[src/rtl/centrifugacao_rampa.sv]
`timescale 1ns/1ps
// centrifugacao_rampa: spin-phase controller. Ramps the motor speed up one level
// every STEP_CYC cycles to a clamped target, holds it for a programmed number of
// cycles, then ramps back down to zero. Supports a graceful stop (iniciar dropped),
// an immediate door-open abort, and one-cycle done/abort status pulses.
//
// Ports:
//   clk          system clock, all logic on posedge
//   rst          synchronous active-high reset
//   iniciar      spin request; rising edge starts a run, low during ramp-up/hold stops it
//   nivel        target speed level, sampled at start (clamped to MAX_LEVEL)
//   duracao      hold time in cycles, sampled at start (0 treated as 1)
//   porta_aberta door-open interlock, aborts any active run
//   centrifugar  motor enable (SUBIDA/PATAMAR/DESCIDA)
//   velocidade   commanded speed level
//   ocupado      controller is not idle
//   concluido    one-cycle pulse when a run completes
//   abortado     one-cycle pulse when a run is aborted by the door
module centrifugacao_rampa #(
    parameter int unsigned SPEED_W   = 3,
    parameter int unsigned MAX_LEVEL = 5,
    parameter int unsigned STEP_CYC  = 4,
    parameter int unsigned HOLD_W    = 8
) (
    input  logic               clk,
    input  logic               rst,
    input  logic               iniciar,
    input  logic [SPEED_W-1:0] nivel,
    input  logic [HOLD_W-1:0]  duracao,
    input  logic               porta_aberta,
    output logic               centrifugar,
    output logic [SPEED_W-1:0] velocidade,
    output logic               ocupado,
    output logic               concluido,
    output logic               abortado
);

    localparam int unsigned STEP_W = (STEP_CYC > 1) ? $clog2(STEP_CYC) : 1;
    localparam logic [STEP_W-1:0]  STEP_LAST = STEP_W'(STEP_CYC - 1);
    localparam logic [SPEED_W-1:0] MAX_LVL   = SPEED_W'(MAX_LEVEL);

    typedef enum logic [2:0] {
        IDLE    = 3'd0,
        SUBIDA  = 3'd1,
        PATAMAR = 3'd2,
        DESCIDA = 3'd3,
        FIM     = 3'd4
    } estado_t;

    estado_t             estado, estado_n;
    logic                iniciar_q;
    logic [SPEED_W-1:0]  alvo, alvo_n;
    logic [HOLD_W-1:0]   hold, hold_n;
    logic [STEP_W-1:0]   step_cnt, step_cnt_n;
    logic [HOLD_W-1:0]   hold_cnt, hold_cnt_n;
    logic [SPEED_W-1:0]  velocidade_n;
    logic                centrifugar_n, ocupado_n, concluido_n, abortado_n;
    logic                inicio;

    // Start only on a fresh iniciar edge with the door closed.
    assign inicio = iniciar & ~iniciar_q & ~porta_aberta;

    // State and output registers.
    always_ff @(posedge clk) begin
        if (rst) begin
            estado      <= IDLE;
            iniciar_q   <= 1'b0;
            alvo        <= '0;
            hold        <= '0;
            step_cnt    <= '0;
            hold_cnt    <= '0;
            velocidade  <= '0;
            centrifugar <= 1'b0;
            ocupado     <= 1'b0;
            concluido   <= 1'b0;
            abortado    <= 1'b0;
        end else begin
            estado      <= estado_n;
            iniciar_q   <= iniciar;
            alvo        <= alvo_n;
            hold        <= hold_n;
            step_cnt    <= step_cnt_n;
            hold_cnt    <= hold_cnt_n;
            velocidade  <= velocidade_n;
            centrifugar <= centrifugar_n;
            ocupado     <= ocupado_n;
            concluido   <= concluido_n;
            abortado    <= abortado_n;
        end
    end

    // Next-state, counters and next output values.
    always_comb begin
        estado_n      = estado;
        alvo_n        = alvo;
        hold_n        = hold;
        step_cnt_n    = step_cnt;
        hold_cnt_n    = hold_cnt;
        velocidade_n  = velocidade;
        abortado_n    = 1'b0;

        case (estado)
            IDLE: begin
                velocidade_n = '0;
                if (inicio) begin
                    alvo_n     = (nivel > MAX_LVL) ? MAX_LVL : nivel;
                    hold_n     = (duracao == '0) ? HOLD_W'(1) : duracao;
                    step_cnt_n = '0;
                    hold_cnt_n = '0;
                    estado_n   = (alvo_n == '0) ? FIM : SUBIDA;
                end
            end
            SUBIDA: begin
                if (!iniciar) begin
                    // Stop before the first level is reached has nothing to ramp down.
                    step_cnt_n = '0;
                    estado_n   = (velocidade == '0) ? FIM : DESCIDA;
                end else if (step_cnt == STEP_LAST) begin
                    step_cnt_n   = '0;
                    velocidade_n = velocidade + SPEED_W'(1);
                    if (velocidade_n == alvo) begin
                        hold_cnt_n = '0;
                        estado_n   = PATAMAR;
                    end
                end else begin
                    step_cnt_n = step_cnt + STEP_W'(1);
                end
            end
            PATAMAR: begin
                if (!iniciar || hold_cnt == hold - HOLD_W'(1)) begin
                    step_cnt_n = '0;
                    estado_n   = DESCIDA;
                end else begin
                    hold_cnt_n = hold_cnt + HOLD_W'(1);
                end
            end
            DESCIDA: begin
                if (velocidade == '0) begin
                    estado_n = FIM;
                end else if (step_cnt == STEP_LAST) begin
                    step_cnt_n   = '0;
                    velocidade_n = velocidade - SPEED_W'(1);
                    if (velocidade_n == '0) begin
                        estado_n = FIM;
                    end
                end else begin
                    step_cnt_n = step_cnt + STEP_W'(1);
                end
            end
            FIM: begin
                estado_n = IDLE;
            end
            default: begin
                estado_n     = IDLE;
                velocidade_n = '0;
            end
        endcase

        // Door interlock overrides every other transition.
        if (estado != IDLE && porta_aberta) begin
            estado_n     = IDLE;
            velocidade_n = '0;
            abortado_n   = 1'b1;
        end

        centrifugar_n = (estado_n == SUBIDA) || (estado_n == PATAMAR) || (estado_n == DESCIDA);
        ocupado_n     = (estado_n != IDLE);
        concluido_n   = (estado_n == FIM);
    end

endmodule

[config.mk]
export PLATFORM = sky130hd
export DESIGN_NAME = centrifugacao_rampa
export DESIGN_NICKNAME = d
export VERILOG_FILES = /design/src/rtl/centrifugacao_rampa.sv
export SDC_FILE = /design/constraint.sdc
export NUM_CORES = 1
export LEC_CHECK = 0
export BUFFER_PORTS_ARGS = -buffer_cell sky130_fd_sc_hd__buf_2
export CORE_UTILIZATION = 58
export CTS_BUF_LIST = sky130_fd_sc_hd__clkbuf_8 sky130_fd_sc_hd__clkbuf_16
export DETAILED_ROUTE_END_ITERATION = 10
export HOLD_SLACK_MARGIN = 0.02
export PLACE_DENSITY = 0.79
export RECOVER_POWER = 50
export SLEW_MARGIN = 20
export SYNTH_ARGS = -nofsm -noshare
export SYNTH_HDL_FRONTEND = slang
export SYNTH_SLANG_ARGS = --single-unit
[constraint.sdc]
create_clock -name clk -period 3.06 [get_ports clk]
set_clock_uncertainty 0.15 [all_clocks]
set_input_delay 0.153 -clock clk [delete_from_list [all_inputs] [get_ports clk]]
set_output_delay 0.153 -clock clk [all_outputs]
set_load 0.005 [all_outputs]
==> flow_summary.toml <==
[drt]
drc = 0
vias_per_cell = 5.51
drtPass1Iterations = 4
wl_um = 4080
wl_per_cell_um = 13.3
vias = 1697
drt_iter0_drc = 91
ant_nets = 0

[timing]
finalSetupViolCount = 0
fin_crit_ps = 2570
hold_ws_ps = 63.9
max_slew_margin_pct = 41.6
worst_pin_slew_ps = 876
setup_slack_ps = 492
fmax_mhz = 389
drv_slew = 0
rsz0062_at_grt = "no"
setup_tns_ps = 0
finalCritPeriodShare_pct = 83.9
hold_viol = 0

[global_route]
grt_usage_pct = 25.5
grt_util_met3_pct = 4.55
grt_first_pass_wirelength_um = 6730
antenna_found_initial = 0
grt.busiest_layer = "met2"
grt_use_met2_pct = 40.6
grt-ovfl-total = 0
grt_pass1_vias = 1566
met1_usage_pct = 33.0
grt_max_degree = 22

[placed_design]
post-dp-hpwl_um = 2910
pre_cts_slack_ps = 499
numPortBuffers = 21
routabilityCongestion = 0.837

[clock_network]
cts_buffers = 5
cts_sinks = 32
post-cts-setup-buffers = 0
clock_latency_ps = 290
cts_root_buf = "clkbuf_8"
cts_tree = "done"
htree_levels = 2
path_clk_slew_ps = 70
cts_buffer_depth = 2

[synth]
yosysWarnings = 0
synth_cell_types = 59
ys.flop_type = "dfxtp_1"
ys_seq_elements = 32
synth_seq_area_share_pct = 32.9
synth_nets = 254
synth_edf_count = 0
syn_avg_cell_area_um2 = 8.39
synth_cells = 232
async_flop_share_pct = 0
syn_area_mm2 = 0.00195

[floorplanning]
core_area_mm2 = 0.00313
die_w_um = 59.9
dieArea_mm2 = 0.00359
initial_core_util_pct = 62.2
die_h_um = 59.9
io_pins = 22
rows = 20

[finish]
syn_to_final_growth_pct = 16.5
n_antenna_cell = 0
post-route-util_pct = 72.5
layout_common_cells = "32 x dfxtp_1, 31 x nand2_1, 19 x a21oi_1"
fillers = 240
drive_above_1_share_pct = 13.6
final_nets = 285
final_common_cell = "dfxtp_1"

[setup_path]
setup.worst_path.class = "flop to flop"
critPathMaxStageDelay_ps = 440
crit_arrival_ps = 2610
crit_top_cell = "o21a_1"
end_kind = "flop"
worst-path-buf-inv = 1
crit_chain = "inv_1, ha_1, and2_1, o21a_1, o31a_1, o31ai_2, a21oi_2, and4b_1, o21a_1"
cp_data_required_time_ps = 3100
start_kind = "flop"
worstPathMaxFanout = 6
slowest_stage = "o31ai_2"
crit_family = "compound AO/OA/AOI/OAI gates"

[run_status]
status = "complete, no violations"

[flow_run]
cap_violations = 0

[power_and_ir_drop]
p_leak_nw = 0.870
power_density_mw_per_mm2 = 416
ir_drop_uv = 280

[worst_hold_path]
hp-class = "input pin to flop"
==> worst paths after layout <==
| kind | end | slack [ps] | start | cells after the start |
|---|---|---|---|---|
| worst max-delay path | hold_cnt[5] | 490 | hold[0] | 9 |
| worst min-delay path | hold[0] | 60 | duracao[0] | 3 |
| worst max register to register | hold_cnt[5] | 490 | hold[0] | 9 |
| worst min register to register | alvo[2] | 320 | alvo[2] | 2 |
==> area by class of cell <==
class / instances / area, um^2 / area share [%]
Multi-Input combinational cell: 180 / 1230 / 54.1
Inverter: 11 / 41.3 / 1.82
Sequential cell: 32 / 641 / 28.2
Clock inverter: 2 / 7.51 / 0.331
Clock buffer: 6 / 82.6 / 3.64
Timing Repair Buffer: 33 / 215 / 9.49
Tap cell: 44 / 55.1 / 2.43
==> state kept, by name, summed over array words and instances, names as in the netlist <==
signal / flops
hold_cnt: 8
concluido: 1
estado: 3
abortado: 1
alvo: 3
centrifugar: 1
iniciar_q: 1
ocupado: 1
step_cnt: 2
velocidade: 3
hold: 8
==> power breakdown <==
part	total [mW]	internal [mW]	switching, mW	leakage (nW)
Combinational	0.160	0.0712	0.0891	0.557
Sequential	0.448	0.431	0.0169	0.260
Clock	0.336	0.177	0.159	0.0538
==> tightest hold or removal path, stage by stage <==
cell	delay, ps
buf_2	80
nor3_1	40
a211oi_1	180
==> cell usage after synthesis (all sizes together), types with 2 or more instances <==
library cell   n  area (um^2)
nor2          17         66.3
o31ai          2         20.0
nor3           9         50.1
nand3          5         30.0
dfxtp         32          641
or2            3         18.8
o22ai          2         12.5
mux2i          3         30.0
o31a           2         17.5
nor4           3         25.0
nand2b         8         50.1
ha             7         87.6
o21ai          3         15.0
or3            3         18.8
clkbuf         7         26.3
a211oi         6         45.0
nand3b         2         15.0
o21a           3         22.5
a21boi         2         15.0
inv           11         41.3
buf            2         12.5
a21oi         20          104
a21o           2         15.0
nor2b          6         37.5
xnor2          7         61.3
xor2           7         61.3
nand2         31          116
and2           4         25.0
or4            2         15.0
==> routing by layer <==
layer  up-vias  part of all wire (%)
met5         -                     0
met4         0                   1.8
met3         7                   2.6
met2        29                    45
met1       781                    50
li1        880                     -
==> metrics by stage <==
| step | total power, mW | area [um^2] | std cells |
|---|---|---|---|
| after floorplan | 0.569 | 1950 | 232 |
| after global placement | 0.604 | 2080 | 289 |
| after detailed placement | 0.607 | 2080 | 289 |
| after CTS | 0.948 | 2280 | 308 |
| after global routing | 0.983 | 2270 | 308 |
| final | 0.944 | 2270 | 308 |
==> timing repair <==
item / CTS / global route
resized for setup: 0 / 0
endpoints found under the setup margin: 0 / 0
endpoints found under the hold margin: 11 / 0
hold buffers: 11 / 0
==> logic make-up after synthesis <==
| family | after synthesis | synth area share, % |
|---|---|---|
| AND/OR/NAND/NOR | 100 | 26.9 |
| adder cells (fa/ha/maj) | 7 | 4.50 |
| multiplexers | 4 | 2.31 |
| buffers and inverters | 20 | 4.11 |
| XOR/XNOR | 15 | 7.52 |
| flip-flops | 32 | 32.9 |
| AO/OA/AOI/OAI | 54 | 21.7 |
No activity file was read; power rests on OpenSTA's default activity.
